## src/rtl/mul_16bit_wallace_pkg.sv

```systemverilog
// -----------------------------------------------------------------------------
// mul_16bit_wallace_pkg
// Shared constants and types for the 16x16 Booth/Wallace multiplier.
//   DATA_WIDTH : operand width
//   RES_WIDTH  : product width
//   PP_NUM     : number of Booth partial products (8 signed, 9 unsigned)
// Configuration macro: MUL_16BIT_WALLACE_UNSIGNED_EN (unsigned operands).
// -----------------------------------------------------------------------------
package mul_16bit_wallace_pkg;

  localparam int DATA_WIDTH = 16;
  localparam int RES_WIDTH  = 32;

`ifdef MUL_16BIT_WALLACE_UNSIGNED_EN
  // The zero-extended 17th multiplier bit needs one extra Booth group.
  localparam int PP_NUM = 9;
`else
  localparam int PP_NUM = 8;
`endif

  // Width of the multiplier with the implicit y[-1]=0 appended below bit 0.
  localparam int Y_EXT_WIDTH = 2 * PP_NUM + 1;

  typedef enum logic [2:0] {
    BS_ZERO,
    BS_PX,
    BS_MX,
    BS_P2X,
    BS_M2X
  } booth_sel_t;

  typedef logic [PP_NUM-1:0][RES_WIDTH-1:0] pp_array_t;

  // One operation walks SAMPLE -> REDUCE -> FINAL -> DONE and parks in DONE.
  typedef enum logic [1:0] {
    ST_SAMPLE,
    ST_REDUCE,
    ST_FINAL,
    ST_DONE
  } state_t;

endpackage

```

## src/rtl/mul_wallace_csa.sv

```systemverilog
// -----------------------------------------------------------------------------
// mul_wallace_csa
// Parameterized 3:2 carry-save compressor used at every Wallace tree level.
//   a, b, c : three addend rows
//   sum     : bitwise sum row
//   carry   : majority row, already shifted left by one (weight-aligned)
// -----------------------------------------------------------------------------
module mul_wallace_csa #(
  parameter int WIDTH = 32
) (
  input  logic [WIDTH-1:0] a,
  input  logic [WIDTH-1:0] b,
  input  logic [WIDTH-1:0] c,
  output logic [WIDTH-1:0] sum,
  output logic [WIDTH-1:0] carry
);

  assign sum   = a ^ b ^ c;
  // The carry out of the top bit falls off: all arithmetic is modulo 2^WIDTH.
  assign carry = ((a & b) | (a & c) | (b & c)) << 1;

endmodule

```

## src/rtl/mul_16bit_wallace_core.sv

```systemverilog
// -----------------------------------------------------------------------------
// mul_16bit_wallace_core
// Three-stage radix-4 Booth / Wallace tree 16x16 multiplier. One operation
// runs after each reset release; results hold until the next reset.
//   i_clk   : clock, rising edge
//   i_rst   : asynchronous active-high reset (also the start of an operation)
//   i_num_x : multiplicand
//   i_num_y : multiplier
//   o_end   : result valid, sticky until reset
//   o_res   : full 32-bit product (0 while o_end is 0)
//   o_cry   : product does not fit in 16 bits (0 while o_end is 0)
// Configuration macro: MUL_16BIT_WALLACE_UNSIGNED_EN selects unsigned operands.
// -----------------------------------------------------------------------------
module mul_16bit_wallace_core
  import mul_16bit_wallace_pkg::*;
(
  input  logic                  i_clk,
  input  logic                  i_rst,
  input  logic [DATA_WIDTH-1:0] i_num_x,
  input  logic [DATA_WIDTH-1:0] i_num_y,
  output logic                  o_end,
  output logic [RES_WIDTH-1:0]  o_res,
  output logic                  o_cry
);

  state_t                 state;
  pp_array_t              pp_d, pp_q;
  logic [RES_WIDTH-1:0]   sum_d, carry_d, sum_q, carry_q;
  logic [RES_WIDTH-1:0]   prod;
  logic                   cry_d;
  logic [RES_WIDTH-1:0]   x_ext;
  logic [Y_EXT_WIDTH-1:0] y_ext;

  // ---------------------------------------------------------------------------
  // Booth recoding: each group {y[2i+1], y[2i], y[2i-1]} picks a multiple of
  // x, which is sign-/zero-extended to the full product width and shifted.
  // ---------------------------------------------------------------------------
`ifdef MUL_16BIT_WALLACE_UNSIGNED_EN
  assign x_ext = {{(RES_WIDTH-DATA_WIDTH){1'b0}}, i_num_x};
`else
  assign x_ext = {{(RES_WIDTH-DATA_WIDTH){i_num_x[DATA_WIDTH-1]}}, i_num_x};
`endif
  assign y_ext = Y_EXT_WIDTH'({i_num_y, 1'b0});

  always_comb begin
    booth_sel_t           sel;
    logic [RES_WIDTH-1:0] mult;
    // NOTE: every combinational output gets a default first so no path
    // through the block leaves it unassigned, which would infer a latch.
    pp_d = '0;
    sel  = BS_ZERO;
    mult = '0;
    for (int i = 0; i < PP_NUM; i++) begin
      case (y_ext[2*i +: 3])
        3'b001, 3'b010: sel = BS_PX;
        3'b011:         sel = BS_P2X;
        3'b100:         sel = BS_M2X;
        3'b101, 3'b110: sel = BS_MX;
        default:        sel = BS_ZERO;
      endcase
      case (sel)
        BS_PX:   mult = x_ext;
        BS_MX:   mult = -x_ext;
        BS_P2X:  mult = x_ext << 1;
        BS_M2X:  mult = -(x_ext << 1);
        default: mult = '0;
      endcase
      pp_d[i] = mult << (2 * i);
    end
  end

  // ---------------------------------------------------------------------------
  // Wallace tree: PP_NUM rows -> 6 -> 4 -> 3 -> 2.
  // ---------------------------------------------------------------------------
  logic [5:0][RES_WIDTH-1:0] l1;
  logic [3:0][RES_WIDTH-1:0] l2;
  logic [2:0][RES_WIDTH-1:0] l3;

  mul_wallace_csa #(.WIDTH(RES_WIDTH)) u_csa_l1_0 (
    .a(pp_q[0]), .b(pp_q[1]), .c(pp_q[2]), .sum(l1[0]), .carry(l1[1]));
  mul_wallace_csa #(.WIDTH(RES_WIDTH)) u_csa_l1_1 (
    .a(pp_q[3]), .b(pp_q[4]), .c(pp_q[5]), .sum(l1[2]), .carry(l1[3]));
`ifdef MUL_16BIT_WALLACE_UNSIGNED_EN
  mul_wallace_csa #(.WIDTH(RES_WIDTH)) u_csa_l1_2 (
    .a(pp_q[6]), .b(pp_q[7]), .c(pp_q[8]), .sum(l1[4]), .carry(l1[5]));
`else
  assign l1[4] = pp_q[6];
  assign l1[5] = pp_q[7];
`endif

  mul_wallace_csa #(.WIDTH(RES_WIDTH)) u_csa_l2_0 (
    .a(l1[0]), .b(l1[1]), .c(l1[2]), .sum(l2[0]), .carry(l2[1]));
  mul_wallace_csa #(.WIDTH(RES_WIDTH)) u_csa_l2_1 (
    .a(l1[3]), .b(l1[4]), .c(l1[5]), .sum(l2[2]), .carry(l2[3]));

  mul_wallace_csa #(.WIDTH(RES_WIDTH)) u_csa_l3_0 (
    .a(l2[0]), .b(l2[1]), .c(l2[2]), .sum(l3[0]), .carry(l3[1]));
  assign l3[2] = l2[3];

  mul_wallace_csa #(.WIDTH(RES_WIDTH)) u_csa_l4_0 (
    .a(l3[0]), .b(l3[1]), .c(l3[2]), .sum(sum_d), .carry(carry_d));

  // ---------------------------------------------------------------------------
  // Final carry-propagate adder and 16-bit range check.
  // ---------------------------------------------------------------------------
  assign prod = sum_q + carry_q;

`ifdef MUL_16BIT_WALLACE_UNSIGNED_EN
  assign cry_d = |prod[RES_WIDTH-1:DATA_WIDTH];
`else
  // Representable in 16 signed bits iff bits 31..15 are all copies of one value.
  assign cry_d = ~((&prod[RES_WIDTH-1:DATA_WIDTH-1]) |
                   ~(|prod[RES_WIDTH-1:DATA_WIDTH-1]));
`endif

  // ---------------------------------------------------------------------------
  // Sequencer and pipeline registers. Each stage loads once; DONE freezes
  // everything so inputs are ignored until the next reset.
  // ---------------------------------------------------------------------------
  always_ff @(posedge i_clk or posedge i_rst) begin
    if (i_rst) begin
      // NOTE: the partial-product and row registers are reset too, not just
      // the control state, because they must read 0 during reset.
      state   <= ST_SAMPLE;
      pp_q    <= '0;
      sum_q   <= '0;
      carry_q <= '0;
      o_end   <= 1'b0;
      o_res   <= '0;
      o_cry   <= 1'b0;
    end else begin
      // NOTE: non-blocking assignments make each stage read the previous
      // stage's value from before this edge, which is what forms the pipeline.
      case (state)
        ST_SAMPLE: begin
          pp_q  <= pp_d;
          state <= ST_REDUCE;
        end
        ST_REDUCE: begin
          sum_q   <= sum_d;
          carry_q <= carry_d;
          state   <= ST_FINAL;
        end
        ST_FINAL: begin
          o_res <= prod;
          o_cry <= cry_d;
          o_end <= 1'b1;
          state <= ST_DONE;
        end
        default: state <= ST_DONE;
      endcase
    end
  end

endmodule

```

## config.mk

```make
export PLATFORM = sky130hd
export DESIGN_NAME = mul_16bit_wallace_core
export DESIGN_NICKNAME = d
export VERILOG_FILES = /design/src/rtl/mul_16bit_wallace_pkg.sv /design/src/rtl/mul_wallace_csa.sv /design/src/rtl/mul_16bit_wallace_core.sv
export SDC_FILE = /design/constraint.sdc
export NUM_CORES = 1
export LEC_CHECK = 0
export CAP_MARGIN = 20
export CORE_MARGIN = 3
export CORE_UTILIZATION = 55
export DETAILED_ROUTE_END_ITERATION = 8
export PLACE_DENSITY_LB_ADDON = 0.05
export SETUP_SLACK_MARGIN = 0.02
export SLEW_MARGIN = 20
export SYNTH_ARGS = -nofsm -noshare
export SYNTH_HDL_FRONTEND = slang
export SYNTH_SLANG_ARGS = --single-unit
```

## constraint.sdc

```tcl
create_clock -name i_clk -period 11.4 [get_ports i_clk]
set_input_delay 2.85 -clock i_clk [delete_from_list [all_inputs] [get_ports i_clk]]
set_output_delay 2.85 -clock i_clk [all_outputs]
set_load 0.01 [all_outputs]
```

; ---- After elaboration in Yosys (flattened, before gate mapping)
; Index checks and enable logic that the tools add are counted.
; W data, S select, Z words.
[word_totals]
inputBits = 34
reg_bits = 299
output_inout_bits = 34
[op_classes]
eq_ne = 79
n_mux = 17
n_reduce_logical = 17
addsub = 3
n_bitwise = 45
[ops]
columns = operator, n
row1 = $and A31 B31 Y31, 18
row2 = $xor A32 B32 Y32, 12
row3 = $or A31 B31 Y31, 12
row4 = $pmux W32 S4, 1
row5 = $pmux W30 S4, 1
row6 = $pmux W28 S4, 1
row7 = $pmux W26 S4, 1
row8 = $pmux W24 S4, 1
row9 = $eq A3 B2 Y1 const B, 30
row10 = $pmux W22 S4, 1
row11 = $eq A3 B3 Y1 const B, 29
row12 = $pmux W3 S4, 7
row13 = $pmux W20 S4, 1
row14 = $pmux W18 S4, 1
row15 = $neg A32 Y32, 2
row16 = $eq A3 B1 Y1 const B, 15
row17 = $add A32 B32 Y32, 1
row18 = $reduce_or A2 Y1, 14
row19 = $reduce_and A17 Y1, 1
row20 = $reduce_or A17 Y1, 1
row21 = $pmux W3 S3, 1
row22 = $eq A2 B2 Y1 const B, 3
row23 = $eq A2 B1 Y1 const B, 2
row24 = $pmux W2 S2, 1
row25 = 3 further kinds, 4

; ---- Logic depth before layout (Yosys ltp)
; Gate-level depths: netlist of the first run.
[depth]
word_depth = 12
mapped_depth = 14
depth_no_buf = 12

; ---- Hierarchy
; A second synthesis of the first run with hierarchy kept.
[hier_totals]
hier_cells = 2261
hier_area_um2 = 21856.0
[modules_own_cells]
columns = mod, cells_each, area_per_inst_um2, n_inst
row1 = mul_16bit_wallace_core, 2057, 17922.2, 1
row2 = mul_wallace_csa, 34, 655.6, 6

; ---- Worst setup path before layout of the first run
; Ideal clock, no wire load.
[synth_timing]
path_type = in2reg
start = input port i_num_x[0]
end = register pp_q, in the netlist l1[153]
t_arrival_ps = 5322
slack_ps = 5995
cell_stages = 11
required_time_ps = 11317
n_path_buf = 2
cell_sequence = clkinv_1 ha_1 or3b_1 buf_2 nand4bb_4 or3_1 clkbuf_1 xor2_1 a221oi_1 a211o_1 o21ai_0
[synth_between]
elab_chain_len = 2
elab_cells_between_ends = 3
classes_between = add/sub: 2 / mux: 1
[synth_lines]
columns = element, line_no
row1 = start: declaration, mul_16bit_wallace_core.sv:19  ; input logic [DATA_WIDTH-1:0] i_num_x,
row2 = "$neg A32 Y32, on equally long branches", n/a
row3 = $pmux W20 S4 *, mul_16bit_wallace_core.sv:61  ; case (sel)
row4 = end signal: assignment, mul_16bit_wallace_core.sv:136  ; pp_q <= pp_d;
row5 = end: declaration, mul_16bit_wallace_core.sv:27  ; pp_array_t pp_d, pp_q;
; Every way passes the cells marked *; elsewhere a longest branch is shown, timed or not.
; A chain may end at the register's enable or synchronous reset.

; ---- Worst setup path after layout of the first run
[layout_timing]
start = input port i_num_x[1]
end = register pp_q[184] (netlist name)
[layout_between]
elab_chain_len = 2
elab_cells_between_ends = 3
classes_between = add/sub: 2 / mux: 1
[layout_lines]
columns = element, line_no
row1 = "$neg A32 Y32, on equally long branches", n/a
row2 = $pmux W22 S4 *, mul_16bit_wallace_core.sv:61
; Marked as above.

==> results.md, run 1 <==
- DRT Pass-1 Iters: 6
- Fmax: 139.9 MHz
- CP cell instances: clkdlybuf4s50_1, inv_1, ha_1, or3b_1, nand4bb_4, nor3_1, xnor2_1, a21oi_1, mux4_2, o21ai_0
- DR vias: roughly 18,000
- Largest family of logic cells by synthesized area: compound AO/OA/AOI/OAI gates
- Outcome: finished, final reports clean
- CP max stage delay: between 0.7 and 0.8 ns
- Leak: between 10 and 15 nW
- Mapped Cells: 2,260
- PnR Total Power: roughly 0.0047 W
- Worst Path Required: 11.84 ns
- Num ports: 68
- Hold path cells: 1
- Most frequent cells in the layout: dfrtp_1, nand2_1, inv_1, o21ai_0, nor2_1
- Hold Buf Count CTS: 0
- Final setup viols: 0
- Crit path time final: 7.147 ns
- Startpoint types: input pin
- Max cap viols: 0
- Leading cell type in the layout, fill and taps excluded: dfrtp_1
- GR met3 Demand/Resource: 0.1082
- Met2 Usage GRT: 0.5402
- CP Capture Type: flip-flop
- Unrepaired setup endpoints after global routing: false
- Htree depth: 2
- Ys flop type: dfrtp_1
- Die Area: 40,320 um^2
- Global route hottest layer: met2
- Clk sinks: ~290
- Die extent in y: 200.8 um
- Total GRT Usage: 0.3728
- Synth Register Bits: ~290
- RR Endpoint: l1[180]
- CTS root buf: clkbuf_16
- Setup TNS: 0 ns
- Post-cts resize count: 0
- Post-synth EDFFs: 0
- Dpl ws: approximately 3.9 ns
- Std-Cell Rows: 70
- Worst path slowest cell: nor3_1
- Peak supply drop: around 110 uV
- R2R Path Start: state[1]
- Antenna violations before repair: 2
- Post-CTS Setup Inserts: 0
- Synth Area in Simple Gates: 0.1062
- R2r setup slk: 7.61 ns
- Inserted Clock Buffers: 35
- Syn avg cell area: 9.235 um^2
- Via density: 6.558
- Hold_sp: o_end
- Die width: 200.8 um
- CP Buf/Inv Count: 2
- HPWL after detailed placement: 53.27 mm
- Overflow left after global routing: 0
- DRC viols: 0
- Seq/Total Area, Yosys: 0.3525
- Non-Filler Instances: 2,779
- Synthesized cell area: 20,870 um^2
- Maximum clock path buffer count: 3
- RePlAce Congestion: approximately 1.0
- Worst-path clk slew: ~0.060 ns
- First-pass GRT wire length: between 100 and 150 mm
- Synth Area in Compound Gates: 0.2302
- Skew final: 0.02472 ns
- Synth top area share: 0.3525
- Placed cells: 2,716
- Pwr per Cell Area: 201.9 nW/um^2
- WHS Endpoint: o_end
- Relative slew slack: 0.2037
- HP Class: flip-flop to flip-flop
- R2R depth: 7
- Final worst slack: 4.253 ns
- Crit path kind: input pin to flip-flop
- Post-synthesis xor/xnor area fraction: 0.04946
- Final cycle utilization of the critical path: 0.6270
- Vias in the first global route: 18,040
- Drt first-iter violations: between 2,000 and 3,000
- Largest net degree at the start of global routing: 160
- Ys async rst share: 1.000
- CTS tree: yes
- M1 GR Usage: 0.5253
- Routed WL: 75.07 mm
- Drt wl/cell: 27.01 um
- Post-synth net total: around 2,500
- Clk Latency, worst-skew pair: 0.56 ns
- Post-Synth Adder-Cell Area: 0.1550
- Layout cell share with drive strength beyond 1: 0.08399
- Synth cell types: 76
- Final Hold Violating Endpoints: 0
- Port Buffer Count: 67
- Core area: roughly 37,000 um^2
- Synthesis-to-finish area growth: 10.71%
- Slew Viols, Final: 0
- Multiplexer share of the synthesized area: 0.04065
- CP Max Fanout: 22
- Synth area leaders: dfrtp_1, fa_1, nand2_1
- Final ANT Viol Nets: 0
- YS warnings: 0
- Nets@finish: 2,463
- Initial core utilization: 0.5647
- Tightest Pin Transition: 1.190 ns
- Largest area contributor in the netlist: dfrtp_1
- WP data arrival: 7.59 ns
- Crit path max-delay family: simple AND/OR/NAND/NOR gates
-- Yosys cell counts (all sizes together) (27+ instances only) --
cell type / instances
xor2: 39
buf: 37
o21ai: 170
clkbuf: 131
nand2: 258
mux2: 60
o22ai: 36
a22o: 44
a21oi: 120
dfrtp: 294
inv: 191
nor2: 166
nor3: 28
a221oi: 74
fa: 131
ha: 49
a22oi: 27
xnor2: 78
a21o: 71
-- cell type report --
| type | instances | area [um^2] |
|---|---|---|
| fillers | 3136 | 13860 |
| multi-input cells | 1603 | 12170 |
| flip-flops and latches | 294 | 7357 |
| repair buffers | 120 | 1076 |
| clock buffers | 49 | 1010 |
| inverters | 195 | 742.0 |
| well taps | 504 | 630.6 |
| clock inverters | 13 | 118.9 |
| diodes | 1 | 2.502 |
-- flip-flops by register name, summed over array words and instances, names as in the netlist --
register and count:
o_end 1, sum_q 32, o_res 32, state 2
pp_q 162, o_cry 1, l1 38, carry_q 26
-- worst max path at each step --
stage	start	to	slack, ns	cells after the start
finish	i_num_x[1]	pp_q[184]	4.25	10
detailed placement	i_num_x[1]	pp_q[55]	3.87	12
global route	i_num_x[1]	pp_q[184]	4.10	10
CTS	i_num_x[1]	pp_q[55]	4.42	12
floorplan	i_rst	carry_q[10]	0.43	1
global placement	i_num_x[1]	pp_q[184]	4.04	10
-- power by group --
part | internal (W) | switching [W]
Combinational | 0.000904 | 0.00125
Clock | 0.000646 | 0.000468
Sequential | 0.00125 | 0.000141
Total | 0.00281 | 0.00186
-- per-stage QoR --
step / instance area, um^2 / util / hold WS [ns]
2_1_floorplan: 20870 / - / 0.4331
3_3_place_gp: 21970 / 0.5944 / 0.4492
3_5_place_dp: 21970 / 0.5945 / 0.4560
4_1_cts: 23100 / 0.6251 / 0.4723
5_1_grt: 23100 / 0.6251 / 0.4877
6_report: 23100 / 0.6251 / 0.4678
-- per-layer routing --
| layer | routed length [um] | part of all wire |
|---|---|---|
| met1 | 30470 | 0.41 |
| met2 | 31290 | 0.42 |
| met3 | 9416 | 0.13 |
| met4 | 3861 | 0.051 |
| met5 | 30 | 0.00040 |
-- cells by family after synthesis --
kind of cell | after synthesis
simple gates | 526
compound gates | 704
fa+ha+maj | 180
xor+xnor | 117
flops | 294
buf+inv | 363
mux | 76
-- worst register-to-register path: stages, from the launching register on --
cell	delay, ns
dfrtp_1	0.45
nor2_4	0.12
buf_4	0.56
inv_4	0.57
buf_4	0.47
a211o_1	0.72
a311oi_1	0.71
a21o_1	0.14
Note: power is estimated with default switching activity, not from simulation.
==> run 2, diff against run 1 <==
==> constraint.sdc (replaced) <==
create_clock -name i_clk -period 7.5 [get_ports i_clk]
set_input_delay 1.875 -clock i_clk [delete_from_list [all_inputs] [get_ports i_clk]]
set_output_delay 1.875 -clock i_clk [all_outputs]
set_load 0.01 [all_outputs]
==> results.md, run 2 (same netlist as run 1, synthesis figures left out) <==
- Reg with most FFs: pp_q
- Drt first-iter violations: 2,558 (+1.8%)
- Via density: 6.543 (-0.23%)
- Htree depth: 2 (unchanged)
- Drt wl/cell: 26.65 um (-1.3%)
- Leading cell type in the layout, fill and taps excluded: dfrtp_1
- Non-Filler Instances: 2,785 (+0.22%)
- Die width: 200.8 um (unchanged)
- Clk sinks: 294 (unchanged)
- Num ports: 68 (unchanged)
- DRT Pass-1 Iters: 6 (unchanged)
- Startpoint types: input pin
- Nets@finish: 2,472 (+0.37%)
- RePlAce Congestion: 1.020 (-2.1%)
- Synthesis-to-finish area growth: 11.00%
- Area used by multi-input combinational logic: 12,170 um^2 (about the same)
- Placed cells: 2,724 (+0.29%)
- Skew final: 0.04050 ns (+0.01578 ns)
- Leak: 10.74 nW (+0.36%)
- Post-cts resize count: 0 (unchanged)
- Vias in the first global route: 18,130 (+0.50%)
- WP data arrival: 6.26 ns (-1.33 ns)
- Register share of total power: 0.298 (about the same)
- N_diodes: 0 (-1)
- Net Sw Power: 0.002839 W (+53%)
- Crit path kind: input pin to flip-flop
- First-pass GRT wire length: 113.0 mm (-1.2%)
- CP Max Fanout: 22 (unchanged)
- Core area: 36,960 um^2 (unchanged)
- Std-Cell Rows: 70 (unchanged)
- Clk Latency, worst-skew pair: 0.58 ns (+0.02 ns)
- Maximum clock path buffer count: 3 (unchanged)
- Routed WL: 74.22 mm (-1.1%)
- Total GRT Usage: 0.3669 (-0.005820)
- Crit path time final: 5.807 ns
- Worst Path Required: 7.95 ns (-3.89 ns)
- Internal: 0.004268 W (+52%)
- Relative slew slack: 0.1577 (-0.04598)
- DR vias: 18,220 (-0.016%)
- Unrepaired setup endpoints after global routing: false
- Number of flip-flops under the largest register name: 162 (unchanged)
- Setup TNS: 0 ns (unchanged)
- Sequential Area: 7357 um^2 (unchanged)
- Tightest Pin Transition: 1.259 ns (+0.06910 ns)
- Final setup viols: 0 (unchanged)
- Most frequent cells in the layout: dfrtp_1, nand2_1, inv_1, o21ai_0, nor2_1
- CTS tree: yes
- Inserted Clock Buffers: 36 (+2.9%)
- CTS root buf: clkbuf_16
- Portion of total power attributed to combinational logic: 0.463 (about the same)
- Layout cell share with drive strength beyond 1: 0.08724 (+0.003249)
- HPWL after detailed placement: 52.34 mm (-1.7%)
- Antenna violations before repair: 3 (+1)
- Overflow left after global routing: 0 (unchanged)
- Port Buffer Count: 67 (unchanged)
- Worst-path clk slew: 0.06 ns (about the same)
- Fmax: 172.2 MHz
- Final Hold Violating Endpoints: 0 (unchanged)
- HP Class: flip-flop to flip-flop
- Clock power frac: 0.239 (about the same)
- Die extent in y: 200.8 um (unchanged)
- Final cycle utilization of the critical path: 0.7742
- Final ANT Viol Nets: 0 (unchanged)
- Max cap viols: 0 (unchanged)
- Outcome: finished, final reports clean
- Fillers: 3,196 (+1.9%)
- Largest net degree at the start of global routing: 153 (-4.4%)
- Peak supply drop: 167.8 uV (+59%)
- Initial core utilization: 0.5647 (unchanged)
- Post-CTS Setup Inserts: 0 (unchanged)
- Pwr per Cell Area: 306.8 nW/um^2 (+52%)
- Hold Buf Count CTS: 0 (unchanged)
- DRC viols: 0 (unchanged)
- Slew Viols, Final: 0 (unchanged)
- CP Capture Type: flip-flop
- Switching portion of total power: 0.3994 (+0.0008597)
- Die Area: 40,320 um^2 (unchanged)
-- run 2: worst max-delay path, cell delays in order --
cell	delay (ns)
clkdlybuf4s50_1	0.72
inv_1	0.28
ha_1	0.52
or3b_1	0.54
nand4bb_4	0.55
nor3_1	0.57
xnor2_1	0.42
a21oi_1	0.14
mux4_2	0.47
o21ai_0	0.15
-- run 2: area by class of cell --
| type | instances | area share |
|---|---|---|
| inverter | 195 | 0.03197 |
| clock buffer | 48 | 0.04342 |
| timing repair buffer | 128 | 0.04904 |
| sequential | 294 | 0.3176 |
| clock inverter | 13 | 0.005617 |
| multi-input combinational | 1603 | 0.5251 |
| tap | 504 | 0.02722 |
-- run 2: power groups by stage --
stage | Sequential, W | Clock [W] | Combinational (W)
CTS | 0.00212 | 0.00173 | 0.00326
finish | 0.00212 | 0.00170 | 0.00329
global route | 0.00216 | 0.00179 | 0.00372
floorplan | 0.00213 | 0 | 0.00220
global placement | 0.00213 | 0 | 0.00315
detailed placement | 0.00215 | 0 | 0.00323
-- run 2: worst paths after layout --
kind | startpoint | to | slack [ns] | depth (start not counted)
worst max-delay path | i_num_x[1] | pp_q[184] | 1.69 | 10
worst min-delay path | o_end | o_end | 0.46 | 1
worst max register to register | sum_q[6] | o_cry | 3.88 | 12
worst min register to register | o_end | o_end | 0.46 | 1
max in group asynchronous | i_rst | pp_q[127] | 4.38 | 4
min in group asynchronous | i_rst | o_res[2] | 1.83 | 3
-- run 2: per-stage QoR --
step	power (W)	hold slack, ns	setup slack [ns]	util	area (um^2)
floorplan	0.004328	0.4331	1.722	-	20870
global placement	0.005280	0.4489	1.451	0.5960	22030
detailed placement	0.005377	0.4553	1.251	0.5960	22030
CTS	0.007106	0.4676	1.821	0.6267	23160
global route	0.007673	0.4757	1.514	0.6268	23170
finish	0.007107	0.4592	1.693	0.6268	23170
-- run 2: layer usage --
metal / track usage / routed length, um
met4: 0.1782 / 4232
met2: 0.5343 / 31180
met5: 0 / 35
met3: 0.1060 / 8827
met1: 0.5067 / 29950
